<file path="config.mk">
export PLATFORM = sky130hd
export DESIGN_NAME = usb_fs_in_pe_flat
export DESIGN_NICKNAME = d
export VERILOG_FILES = /design/src/rtl/usb_fs_pkg.sv /design/src/rtl/usb_fs_in_pe_if.sv /design/src/rtl/usb_fs_in_ep_buffer.sv /design/src/rtl/usb_fs_in_pe.sv /design/src/flat_wrapper.sv
export SDC_FILE = /design/constraint.sdc
export NUM_CORES = 1
export LEC_CHECK = 0
export ABC_AREA = 1
export BUFFER_PORTS_ARGS = -buffer_cell sky130_fd_sc_hd__buf_2
export CAP_MARGIN = 15
export CELL_PAD_IN_SITES_DETAIL_PLACEMENT = 0
export CELL_PAD_IN_SITES_GLOBAL_PLACEMENT = 1
export CORE_MARGIN = 10
export CORE_UTILIZATION = 45
export DETAILED_ROUTE_END_ITERATION = 12
export PLACE_DENSITY_LB_ADDON = 0.15
export SLEW_MARGIN = 30
export SYNTH_ARGS = -nofsm -noshare
export SYNTH_HDL_FRONTEND = slang
export SYNTH_HIERARCHICAL = 1
export SYNTH_SLANG_ARGS = --single-unit
export TNS_END_PERCENT = 100
</file>
<file path="constraint.sdc">
create_clock -name clk -period 3.6 [get_ports clk]
set_input_delay 0.72 -clock clk [delete_from_list [all_inputs] [get_ports clk]]
set_output_delay 0.72 -clock clk [all_outputs]
set_load 0.01 [all_outputs]
</file>
<file path="src/rtl/usb_fs_pkg.sv">
// usb_fs_pkg: PID codes and state encodings shared by the full-speed protocol engines.
package usb_fs_pkg;

   localparam logic [3:0] PID_ACK   = 4'b0010;
   localparam logic [3:0] PID_NAK   = 4'b1010;
   localparam logic [3:0] PID_STALL = 4'b1110;
   localparam logic [3:0] PID_DATA0 = 4'b0011;
   localparam logic [3:0] PID_DATA1 = 4'b1011;
   localparam logic [3:0] PID_IN    = 4'b1001;
   localparam logic [3:0] PID_SETUP = 4'b1101;

   typedef enum logic [1:0] {
      EP_READY_FOR_PKT = 2'd0,
      EP_PKT_READY     = 2'd1,
      EP_STALL         = 2'd2
   } ep_state_e;

   typedef enum logic [1:0] {
      XFER_IDLE      = 2'd0,
      XFER_RCVD_IN   = 2'd1,
      XFER_SEND_DATA = 2'd2,
      XFER_WAIT_ACK  = 2'd3
   } xfer_state_e;

   function automatic logic [3:0] data_pid(input logic toggle);
      return toggle ? PID_DATA1 : PID_DATA0;
   endfunction

endpackage

</file>
<file path="src/rtl/usb_fs_in_pe_if.sv">
// usb_fs_in_pe_if: endpoint, packet-decoder and packet-encoder signals of the IN protocol engine.
// slave = the protocol engine, master = the surrounding logic driving it.
interface usb_fs_in_pe_if #(
   parameter int NUM_IN_EPS = 1
);
   logic [NUM_IN_EPS-1:0] reset_ep;
   logic [6:0]            dev_addr;
   logic [NUM_IN_EPS-1:0] in_ep_data_free;
   logic [NUM_IN_EPS-1:0] in_ep_data_put;
   logic [7:0]            in_ep_data;
   logic [NUM_IN_EPS-1:0] in_ep_data_done;
   logic [NUM_IN_EPS-1:0] in_ep_stall;
   logic [NUM_IN_EPS-1:0] in_ep_acked;
   logic                  rx_pkt_start;
   logic                  rx_pkt_end;
   logic                  rx_pkt_valid;
   logic [3:0]            rx_pid;
   logic [6:0]            rx_addr;
   logic [3:0]            rx_endp;
   logic                  tx_pkt_start;
   logic [3:0]            tx_pid;
   logic                  tx_data_avail;
   logic                  tx_data_get;
   logic [7:0]            tx_data;
   logic                  tx_pkt_end;

   modport slave (
      input  reset_ep, dev_addr, in_ep_data_put, in_ep_data, in_ep_data_done, in_ep_stall,
      input  rx_pkt_start, rx_pkt_end, rx_pkt_valid, rx_pid, rx_addr, rx_endp,
      input  tx_data_get, tx_pkt_end,
      output in_ep_data_free, in_ep_acked, tx_pkt_start, tx_pid, tx_data_avail, tx_data
   );

   modport master (
      output reset_ep, dev_addr, in_ep_data_put, in_ep_data, in_ep_data_done, in_ep_stall,
      output rx_pkt_start, rx_pkt_end, rx_pkt_valid, rx_pid, rx_addr, rx_endp,
      output tx_data_get, tx_pkt_end,
      input  in_ep_data_free, in_ep_acked, tx_pkt_start, tx_pid, tx_data_avail, tx_data
   );
endinterface

</file>
<file path="src/rtl/usb_fs_in_ep_buffer.sv">
// usb_fs_in_ep_buffer: byte store for all IN endpoints, one write port and one
// asynchronous read port, both addressed as {endpoint, byte offset}.
module usb_fs_in_ep_buffer #(
   parameter int EW = 1,
   parameter int AW = 5
) (
   input  logic          clk,
   input  logic          wr_en_i,
   input  logic [EW-1:0] wr_ep_i,
   input  logic [AW-1:0] wr_addr_i,
   input  logic [7:0]    wr_data_i,
   input  logic [EW-1:0] rd_ep_i,
   input  logic [AW-1:0] rd_addr_i,
   output logic [7:0]    rd_data_o
);
   logic [7:0] mem_q [0:(2**(EW+AW))-1];

   // byte write from the endpoint side
   always_ff @(posedge clk) begin
      if (wr_en_i) begin
         mem_q[{wr_ep_i, wr_addr_i}] <= wr_data_i;
      end
   end

   assign rd_data_o = mem_q[{rd_ep_i, rd_addr_i}];
endmodule

</file>
<file path="src/rtl/usb_fs_in_pe.sv">
// usb_fs_in_pe: USB full-speed IN protocol engine, one packet buffer per IN endpoint.
// Define USB_IN_ACK_TIMEOUT_EN to abandon WAIT_ACK after ACK_TIMEOUT cycles without a handshake.
module usb_fs_in_pe
   import usb_fs_pkg::*;
#(
   parameter int NUM_IN_EPS         = 1,
   parameter int MAX_IN_PACKET_SIZE = 32,
   parameter int ACK_TIMEOUT        = 1023
) (
   input logic           clk,
   input logic           reset,
   usb_fs_in_pe_if.slave bus
);
   localparam int EW = (NUM_IN_EPS > 1) ? $clog2(NUM_IN_EPS) : 1;
   localparam int AW = $clog2(MAX_IN_PACKET_SIZE);
   localparam int PW = AW + 1;
   localparam logic [PW-1:0] MAX_PKT = PW'(MAX_IN_PACKET_SIZE);
   localparam logic [4:0]    NUM_EPS = 5'(NUM_IN_EPS);

   ep_state_e             ep_state_q [NUM_IN_EPS];
   ep_state_e             ep_state_d [NUM_IN_EPS];
   logic [PW-1:0]         put_addr_q [NUM_IN_EPS];
   logic [PW-1:0]         put_addr_d [NUM_IN_EPS];
   logic [NUM_IN_EPS-1:0] toggle_q, toggle_d, acked_q, acked_d;
   xfer_state_e           xfer_q, xfer_d;
   logic [EW-1:0]         cur_ep_q, cur_ep_d;
   logic [PW-1:0]         get_addr_q, get_addr_d;

   logic                  tok_ok_s, in_tok_s, setup_tok_s, ack_s, xfer_abort_s, ack_timeout_s;
   logic [EW-1:0]         tok_ep_s, wr_ep_s;
   logic [AW-1:0]         wr_addr_s;
   logic                  wr_en_s, avail_s, pkt_start_s;
   logic [3:0]            pid_s;
   logic [7:0]            rd_data_s;
   logic [NUM_IN_EPS-1:0] free_s, setup_hit_s, ack_hit_s, wr_hit_s;

   assign tok_ok_s     = bus.rx_pkt_end && bus.rx_pkt_valid && (bus.rx_addr == bus.dev_addr)
                         && ({1'b0, bus.rx_endp} < NUM_EPS);
   assign tok_ep_s     = bus.rx_endp[EW-1:0];
   assign in_tok_s     = tok_ok_s && (bus.rx_pid == PID_IN);
   assign setup_tok_s  = tok_ok_s && (bus.rx_pid == PID_SETUP);
   assign ack_s        = (xfer_q == XFER_WAIT_ACK) && bus.rx_pkt_end && bus.rx_pkt_valid
                         && (bus.rx_pid == PID_ACK);
   assign xfer_abort_s = (xfer_q != XFER_IDLE) && bus.reset_ep[cur_ep_q];
   assign avail_s      = (xfer_q == XFER_SEND_DATA) && (get_addr_q < put_addr_q[cur_ep_q]);

`ifdef USB_IN_ACK_TIMEOUT_EN
   localparam int TW = $clog2(ACK_TIMEOUT + 1);
   logic [TW-1:0] timeout_cnt_q;

   // cycles spent waiting for the host handshake
   always_ff @(posedge clk) begin
      if (reset || (xfer_q != XFER_WAIT_ACK)) begin
         timeout_cnt_q <= '0;
      end else begin
         timeout_cnt_q <= timeout_cnt_q + 1'b1;
      end
   end

   assign ack_timeout_s = (xfer_q == XFER_WAIT_ACK) && (timeout_cnt_q == TW'(ACK_TIMEOUT - 1));
`else
   assign ack_timeout_s = 1'b0;
`endif

   // per-endpoint event decode; puts are one-hot so the write port is an OR of the hits
   always_comb begin
      wr_en_s   = 1'b0;
      wr_ep_s   = '0;
      wr_addr_s = '0;
      for (int n = 0; n < NUM_IN_EPS; n++) begin
         free_s[n]      = (ep_state_q[n] == EP_READY_FOR_PKT);
         setup_hit_s[n] = setup_tok_s && (tok_ep_s == EW'(n));
         ack_hit_s[n]   = ack_s && !xfer_abort_s && (cur_ep_q == EW'(n));
         wr_hit_s[n]    = bus.in_ep_data_put[n] && free_s[n] && !bus.reset_ep[n]
                          && !bus.in_ep_stall[n] && (put_addr_q[n] < MAX_PKT);
         wr_en_s        = wr_en_s | wr_hit_s[n];
         wr_ep_s        = wr_ep_s | ({EW{wr_hit_s[n]}} & EW'(n));
         wr_addr_s      = wr_addr_s | ({AW{wr_hit_s[n]}} & put_addr_q[n][AW-1:0]);
      end
   end

   // endpoint FSMs: reset_ep beats stall, stall beats everything else
   always_comb begin
      for (int n = 0; n < NUM_IN_EPS; n++) begin
         ep_state_d[n] = ep_state_q[n];
         put_addr_d[n] = put_addr_q[n];
         acked_d[n]    = ack_hit_s[n] && !bus.reset_ep[n];
         if (bus.reset_ep[n]) begin
            toggle_d[n] = 1'b0;
         end else if (setup_hit_s[n]) begin
            toggle_d[n] = 1'b1;
         end else if (ack_hit_s[n]) begin
            toggle_d[n] = ~toggle_q[n];
         end else begin
            toggle_d[n] = toggle_q[n];
         end
         if (bus.reset_ep[n]) begin
            ep_state_d[n] = EP_READY_FOR_PKT;
            put_addr_d[n] = '0;
         end else if (bus.in_ep_stall[n]) begin
            ep_state_d[n] = EP_STALL;
         end else begin
            case (ep_state_q[n])
               EP_READY_FOR_PKT: begin
                  if (wr_hit_s[n]) begin
                     put_addr_d[n] = put_addr_q[n] + 1'b1;
                  end else begin
                     put_addr_d[n] = put_addr_q[n];
                  end
                  if (bus.in_ep_data_done[n]) begin
                     ep_state_d[n] = EP_PKT_READY;
                  end else begin
                     ep_state_d[n] = EP_READY_FOR_PKT;
                  end
               end
               EP_PKT_READY: begin
                  if (ack_hit_s[n]) begin
                     ep_state_d[n] = EP_READY_FOR_PKT;
                     put_addr_d[n] = '0;
                  end else begin
                     ep_state_d[n] = EP_PKT_READY;
                  end
               end
               EP_STALL: begin
                  if (setup_hit_s[n]) begin
                     ep_state_d[n] = EP_READY_FOR_PKT;
                     put_addr_d[n] = '0;
                  end else begin
                     ep_state_d[n] = EP_STALL;
                  end
               end
               default: begin
                  ep_state_d[n] = EP_READY_FOR_PKT;
                  put_addr_d[n] = '0;
               end
            endcase
         end
      end
   end

   // transfer FSM next state and tx strobes
   always_comb begin
      xfer_d      = xfer_q;
      cur_ep_d    = cur_ep_q;
      get_addr_d  = get_addr_q;
      pkt_start_s = 1'b0;
      pid_s       = 4'b0000;
      if (xfer_abort_s) begin
         xfer_d = XFER_IDLE;
      end else begin
         case (xfer_q)
            XFER_IDLE: begin
               if (in_tok_s) begin
                  xfer_d   = XFER_RCVD_IN;
                  cur_ep_d = tok_ep_s;
               end else begin
                  xfer_d = XFER_IDLE;
               end
            end
            XFER_RCVD_IN: begin
               pkt_start_s = 1'b1;
               if (ep_state_q[cur_ep_q] == EP_STALL) begin
                  pid_s  = PID_STALL;
                  xfer_d = XFER_IDLE;
               end else if (ep_state_q[cur_ep_q] != EP_PKT_READY) begin
                  pid_s  = PID_NAK;
                  xfer_d = XFER_IDLE;
               end else begin
                  pid_s      = data_pid(toggle_q[cur_ep_q]);
                  get_addr_d = '0;
                  xfer_d     = XFER_SEND_DATA;
               end
            end
            XFER_SEND_DATA: begin
               if (bus.tx_data_get && avail_s) begin
                  get_addr_d = get_addr_q + 1'b1;
               end else begin
                  get_addr_d = get_addr_q;
               end
               if (bus.tx_pkt_end) begin
                  xfer_d = XFER_WAIT_ACK;
               end else begin
                  xfer_d = XFER_SEND_DATA;
               end
            end
            XFER_WAIT_ACK: begin
               if (bus.rx_pkt_end || ack_timeout_s) begin
                  xfer_d = XFER_IDLE;
               end else begin
                  xfer_d = XFER_WAIT_ACK;
               end
            end
            default: xfer_d = XFER_IDLE;
         endcase
      end
   end

   // state registers
   always_ff @(posedge clk) begin
      if (reset) begin
         xfer_q     <= XFER_IDLE;
         cur_ep_q   <= '0;
         get_addr_q <= '0;
         toggle_q   <= '0;
         acked_q    <= '0;
         for (int n = 0; n < NUM_IN_EPS; n++) begin
            ep_state_q[n] <= EP_READY_FOR_PKT;
            put_addr_q[n] <= '0;
         end
      end else begin
         xfer_q     <= xfer_d;
         cur_ep_q   <= cur_ep_d;
         get_addr_q <= get_addr_d;
         toggle_q   <= toggle_d;
         acked_q    <= acked_d;
         for (int n = 0; n < NUM_IN_EPS; n++) begin
            ep_state_q[n] <= ep_state_d[n];
            put_addr_q[n] <= put_addr_d[n];
         end
      end
   end

   usb_fs_in_ep_buffer #(
      .EW (EW),
      .AW (AW)
   ) u_buf (
      .clk       (clk),
      .wr_en_i   (wr_en_s),
      .wr_ep_i   (wr_ep_s),
      .wr_addr_i (wr_addr_s),
      .wr_data_i (bus.in_ep_data),
      .rd_ep_i   (cur_ep_q),
      .rd_addr_i (get_addr_q[AW-1:0]),
      .rd_data_o (rd_data_s)
   );

   assign bus.in_ep_data_free = free_s;
   assign bus.in_ep_acked     = acked_q;
   assign bus.tx_pkt_start    = pkt_start_s;
   assign bus.tx_pid          = pid_s;
   assign bus.tx_data_avail   = avail_s;
   assign bus.tx_data         = avail_s ? rd_data_s : 8'h00;
endmodule

</file>
<file path="src/flat_wrapper.sv">
// flat-port wrapper written by rule: the top's interface ports become plain ports
module usb_fs_in_pe_flat import usb_fs_pkg::*;
#(
   parameter int NUM_IN_EPS         = 1,
   parameter int MAX_IN_PACKET_SIZE = 32,
   parameter int ACK_TIMEOUT        = 1023
)
  (clk, reset, bus_reset_ep, bus_dev_addr, bus_in_ep_data_put, bus_in_ep_data, bus_in_ep_data_done, bus_in_ep_stall, bus_rx_pkt_start, bus_rx_pkt_end, bus_rx_pkt_valid, bus_rx_pid, bus_rx_addr, bus_rx_endp, bus_tx_data_get, bus_tx_pkt_end, bus_in_ep_data_free, bus_in_ep_acked, bus_tx_pkt_start, bus_tx_pid, bus_tx_data_avail, bus_tx_data);
  usb_fs_in_pe_if #(.NUM_IN_EPS(NUM_IN_EPS)) bus_i ();
  input logic clk;
  input logic reset;
  input wire logic [$bits(bus_i.reset_ep)-1:0] bus_reset_ep;
  input wire logic [$bits(bus_i.dev_addr)-1:0] bus_dev_addr;
  input wire logic [$bits(bus_i.in_ep_data_put)-1:0] bus_in_ep_data_put;
  input wire logic [$bits(bus_i.in_ep_data)-1:0] bus_in_ep_data;
  input wire logic [$bits(bus_i.in_ep_data_done)-1:0] bus_in_ep_data_done;
  input wire logic [$bits(bus_i.in_ep_stall)-1:0] bus_in_ep_stall;
  input wire logic [$bits(bus_i.rx_pkt_start)-1:0] bus_rx_pkt_start;
  input wire logic [$bits(bus_i.rx_pkt_end)-1:0] bus_rx_pkt_end;
  input wire logic [$bits(bus_i.rx_pkt_valid)-1:0] bus_rx_pkt_valid;
  input wire logic [$bits(bus_i.rx_pid)-1:0] bus_rx_pid;
  input wire logic [$bits(bus_i.rx_addr)-1:0] bus_rx_addr;
  input wire logic [$bits(bus_i.rx_endp)-1:0] bus_rx_endp;
  input wire logic [$bits(bus_i.tx_data_get)-1:0] bus_tx_data_get;
  input wire logic [$bits(bus_i.tx_pkt_end)-1:0] bus_tx_pkt_end;
  output wire logic [$bits(bus_i.in_ep_data_free)-1:0] bus_in_ep_data_free;
  output wire logic [$bits(bus_i.in_ep_acked)-1:0] bus_in_ep_acked;
  output wire logic [$bits(bus_i.tx_pkt_start)-1:0] bus_tx_pkt_start;
  output wire logic [$bits(bus_i.tx_pid)-1:0] bus_tx_pid;
  output wire logic [$bits(bus_i.tx_data_avail)-1:0] bus_tx_data_avail;
  output wire logic [$bits(bus_i.tx_data)-1:0] bus_tx_data;
  assign bus_i.reset_ep = bus_reset_ep;
  assign bus_i.dev_addr = bus_dev_addr;
  assign bus_i.in_ep_data_put = bus_in_ep_data_put;
  assign bus_i.in_ep_data = bus_in_ep_data;
  assign bus_i.in_ep_data_done = bus_in_ep_data_done;
  assign bus_i.in_ep_stall = bus_in_ep_stall;
  assign bus_i.rx_pkt_start = bus_rx_pkt_start;
  assign bus_i.rx_pkt_end = bus_rx_pkt_end;
  assign bus_i.rx_pkt_valid = bus_rx_pkt_valid;
  assign bus_i.rx_pid = bus_rx_pid;
  assign bus_i.rx_addr = bus_rx_addr;
  assign bus_i.rx_endp = bus_rx_endp;
  assign bus_i.tx_data_get = bus_tx_data_get;
  assign bus_i.tx_pkt_end = bus_tx_pkt_end;
  assign bus_in_ep_data_free = bus_i.in_ep_data_free;
  assign bus_in_ep_acked = bus_i.in_ep_acked;
  assign bus_tx_pkt_start = bus_i.tx_pkt_start;
  assign bus_tx_pid = bus_i.tx_pid;
  assign bus_tx_data_avail = bus_i.tx_data_avail;
  assign bus_tx_data = bus_i.tx_data;
  usb_fs_in_pe #(.NUM_IN_EPS(NUM_IN_EPS), .MAX_IN_PACKET_SIZE(MAX_IN_PACKET_SIZE), .ACK_TIMEOUT(ACK_TIMEOUT)) u_core (.clk(clk), .reset(reset), .bus(bus_i));
endmodule
</file>
==> results.py <==
metrics = {
    "logic_synthesis": {
        "synthMuxAreaShare_pct": 0,
        "synth_xor_xnor_area_share_pct": 0.2704,
        "synth_area_leader_cell": "sky130_fd_sc_hd__edfxtp_1",
        "netlist_instances": 2041,
        "synth.top_cells.by_area": "sky130_fd_sc_hd__edfxtp_1 (68%), sky130_fd_sc_hd__nand2_1 (12%), sky130_fd_sc_hd__nand3_1 (10%), sky130_fd_sc_hd__buf_6 (1.7%), sky130_fd_sc_hd__dfxtp_1 (1.7%)",
        "netlist.area_leader.share_pct": 67.82,
        "post_synth_and_or_nand_nor_area_fraction_pct": 24.59,
        "syn-cell-area_um2": 22670,
        "post_synth.cell_area_avg_um2": 11.11,
        "synth_top_family_by_area": "simple AND/OR/NAND/NOR gates",
        "yosysWarnings": 6,
        "ys_ff_latch": 531,
        "synth-adder-area-share_pct": 0.3863,
        "synth_compound_gate_area_share_pct": 0.6237,
        "synth-seq-area-share_pct": 69.50,
        "number_of_distinct_standard_cells_referenced_by_the_synthesized_netlist": 39,
    },
    "setup_path": {
        "worst_r2r_startpoint": "u_core/put_addr_q[0][5]",
        "regToRegSetupSlack_ps": 860,
        "timing.reg2reg.worst_path_depth": 10,
        "criticalPathCategory": "flip-flop to output pin",
        "critPathLaunchType": "flip-flop",
        "critical_path.reg2reg.endpoint": "u_core/u_buf/mem_q[9][6]",
        "timing.critical_path.fanout_max": 32,
        "worst_setup_path_startpoint": "u_core/get_addr_q[0]",
        "critPathArrivalTime_ps": 2860,
        "critPathRequiredTime_ps": 2880,
        "worst_setup_path_end_kind": "output pin",
    },
    "route": {
        "antenna_left": 0,
        "detailedRoute.firstPassIterationCount": 5,
        "route.detailed.vias_per_inst": 5.338,
        "initialDrtViolationCount": 1275,
        "remaining_drcs": 0,
        "drt_wl_total_um": 59180,
        "vias": 15155,
        "detail_route.wl_per_cell_um": 20.85,
    },
    "timing": {
        "tightest_slew_ps": 2037,
        "grt_setup_unrepaired": "yes",
        "max_freq_ghz": 0.2793,
        "max_slew_margin_pct": -37.07,
        "fin_crit_ps": 3580,
        "setup_violations": 0,
        "final.period_utilization_pct": 99.44,
        "timing.clock.skew_ps": 20.78,
        "final_max_slew_viol_count": 72,
        "hold_violations": 0,
    },
    "clock_network": {
        "cts_root_buf": "sky130_fd_sc_hd__clkbuf_16",
        "cts-hold-fix-buffers": 0,
        "cts_htree_levels": 2,
        "clk-insertion-delay-late_ps": 620,
        "clk_path_buf_depth": 3,
        "cts_tree": "yes",
        "path_clk_slew_ps": 60,
        "tritoncts_num_sinks": 531,
        "numCtsBuffers": 56,
    },
    "power": {
        "leakage_nw": 9.385,
        "switching_power_mw": 2.537,
        "internal_power_mw": 10.14,
        "pwr-share-comb_pct": 1.7,
        "pwr-share-seq_pct": 53.4,
        "worst_ir_drop_on_vdd_mv": 0.3410,
        "p_sw_share_pct": 20.01,
        "clock_power_share_pct": 44.8,
        "power_density_nw_per_um2": 491.4,
    },
    "global_route": {
        "grt_usage_pct": 19.61,
        "grt_antenna_before_repair": 0,
        "number_of_global_route_vias_before_repair": 14612,
        "grt_first_pass_wirelength_um": 89660,
        "grt_max_degree": 76,
        "globalRoute.totalOverflow": 0,
    },
    "hold_path": {
        "hp-start": "bus_in_ep_stall",
        "holdPathStages": 2,
        "hold_path_end": "u_core/ep_state_q[0][0]",
        "hp-class": "input port to flip-flop",
    },
    "placed_design": {
        "dp.cells": 2730,
        "gp_congestion": 0.8674,
        "place_hpwl_um": 35230,
        "placed_cell_area_um2": 23730,
        "port-buffer-count": 55,
    },
    "status": {
        "failing_checks": "slew limit",
        "status": "finished, violations left",
    },
    "cells_and_area": {
        "fill_cells": 4450,
        "drive_gt1_share_pct": 10.98,
        "final_cells": 2839,
        "areaGrowthSynthToFinish_pct": 13.80,
        "stdcell_area_um2": 25800,
        "nets": 2171,
        "antenna_cells_inserted": 0,
        "multiInputGateArea_um2": 5917,
        "final-seq-area_um2": 15760,
    },
    "die": {
        "die_h_um": 244.5,
        "fp.dieW_um": 244.5,
        "fp.dieArea_um2": 59760,
        "initial_utilization_pct": 45.37,
        "standard_cell_row_count": 82,
        "fp.coreArea_um2": 49970,
        "io_pins": 57,
    },
    "run": {
        "cap_violations": 0,
    },
}
layout make-up:
cell class	instances	area share, %
multi-input cells	1340	22.93
repair buffers	134	4.830
inverters	60	0.9505
clock buffers	69	5.703
clock inverters	33	1.222
flip-flops and latches	531	61.10
well taps	672	3.259
layer usage:
metal / wire [um] / track usage, % / vias to the layer above
met3: 3355 / 3.564 / 87
met4: 1336 / 5.479 / 0
li1: - / - / 7258
met1: 26420 / 26.82 / 7406
met5: 0 / 0 / -
met2: 28070 / 31.61 / 404
how the worst max path moves through the flow:
stage,end,cells after the start
after floorplan,u_core/u_buf/mem_q[15][0],8
after global placement,u_core/u_buf/mem_q[25][5],8
after detailed placement,u_core/u_buf/mem_q[5][5],8
after CTS,bus_tx_data[7],13
after global routing,bus_tx_data[6],12
final,bus_tx_data[0],13
placed cells by master, fill, tap and decap left out, drive strengths merged, types with 6 or more instances in the layout:
cell type    n
edfxtp     512
inv         61
nor4        10
nor2       102
clkbuf      71
bufinv       6
ha           7
nand3      457
nand4       18
clkinv      24
dfxtp       19
buf        128
a21oi       12
nand2      702
xnor2        6
per-stage QoR:
stage	utilization [%]	hold slack [ps]	power [mW]	setup TNS (ps)	worst slack, ps
after floorplan	-	453.7	6.969	0	1042
after global placement	47.48	474.1	7.125	0	411.3
after detailed placement	47.49	476.0	7.130	0	380.1
after CTS	51.40	275.6	12.77	0	2.308
after global routing	51.64	280.8	13.06	-145.3	-51.10
final	51.64	305.7	12.68	0	20.16
cells in the mapped netlist:
cell and count:
sky130_fd_sc_hd__dfxtp_1 19, sky130_fd_sc_hd__a31oi_1 3, sky130_fd_sc_hd__clkinv_1 1, sky130_fd_sc_hd__a21boi_1 1, sky130_fd_sc_hd__nand2_2 2, sky130_fd_sc_hd__xor2_1 1
sky130_fd_sc_hd__buf_1 10, sky130_fd_sc_hd__nor2_2 1, sky130_fd_sc_hd__or2_2 2, sky130_fd_sc_hd__a211oi_1 1, sky130_fd_sc_hd__nand3b_1 2, sky130_fd_sc_hd__nor2_1 101
sky130_fd_sc_hd__inv_2 3, sky130_fd_sc_hd__conb_1 1, sky130_fd_sc_hd__nand4_1 18, sky130_fd_sc_hd__nor3_1 2, sky130_fd_sc_hd__nand2_1 699, sky130_fd_sc_hd__o21a_1 1
sky130_fd_sc_hd__buf_2 37, sky130_fd_sc_hd__nand2_4 1, sky130_fd_sc_hd__a21oi_1 11, sky130_fd_sc_hd__o21ai_0 4, sky130_fd_sc_hd__a21oi_4 1, sky130_fd_sc_hd__ha_1 7
sky130_fd_sc_hd__nor3_4 1, sky130_fd_sc_hd__o21ai_2 1, sky130_fd_sc_hd__nand3_4 1, sky130_fd_sc_hd__nand3_1 456, sky130_fd_sc_hd__nor4_1 10, sky130_fd_sc_hd__edfxtp_1 512
sky130_fd_sc_hd__inv_1 55, sky130_fd_sc_hd__clkbuf_1 15, sky130_fd_sc_hd__inv_6 1, sky130_fd_sc_hd__buf_8 2, sky130_fd_sc_hd__nor3b_1 1, sky130_fd_sc_hd__buf_6 35
sky130_fd_sc_hd__buf_4 15, sky130_fd_sc_hd__xnor2_1 6, sky130_fd_sc_hd__or2_0 1
registers in the layout (all words and copies together), names as in the netlist:
register and cells:
u_core/u_buf/mem_q 512, u_core/get_addr_q 6, u_core/put_addr_q 6, u_core/ep_state_q 2, u_core/xfer_q 2, u_core/bus.in_ep_acked 1
u_core/cur_ep_q 1, u_core/toggle_q 1
repair_timing:
item | CTS | global route
gates cloned | 4 | 2
setup buffers | 0 | 1
resized for setup | 8 | 13
setup endpoints to repair | 8 | 8
power groups by stage:
stage	clock (mW)	combinational (mW)	sequential [mW]
after floorplan	0	0.0610	6.91
after global placement	0	0.219	6.91
after detailed placement	0	0.224	6.91
after CTS	5.77	0.225	6.78
after global routing	6.04	0.246	6.77
final	5.68	0.221	6.78
kinds of logic after synthesis:
kind of cell,count (synthesis)
AND/OR/NAND/NOR,1298
flip-flops,531
buffers and inverters,174
AO/OA/AOI/OAI,23
XOR/XNOR,7
adder cells (fa/ha/maj),7
other,1
worst max-delay path, stage by stage, from the launching register on:
cell and delay [ps]:
sky130_fd_sc_hd__dfxtp_4 450, sky130_fd_sc_hd__buf_16 210, sky130_fd_sc_hd__buf_16 200, sky130_fd_sc_hd__nand2_1 70, sky130_fd_sc_hd__nand3_1 80, sky130_fd_sc_hd__nand3_1 90
sky130_fd_sc_hd__nand2_1 90, sky130_fd_sc_hd__nand2_1 60, sky130_fd_sc_hd__nand3_1 210, sky130_fd_sc_hd__nand3_1 200, sky130_fd_sc_hd__nand2_1 110, sky130_fd_sc_hd__inv_1 40
sky130_fd_sc_hd__nor2_1 210, sky130_fd_sc_hd__buf_2 190
Power figures use the tool's default switching activity.
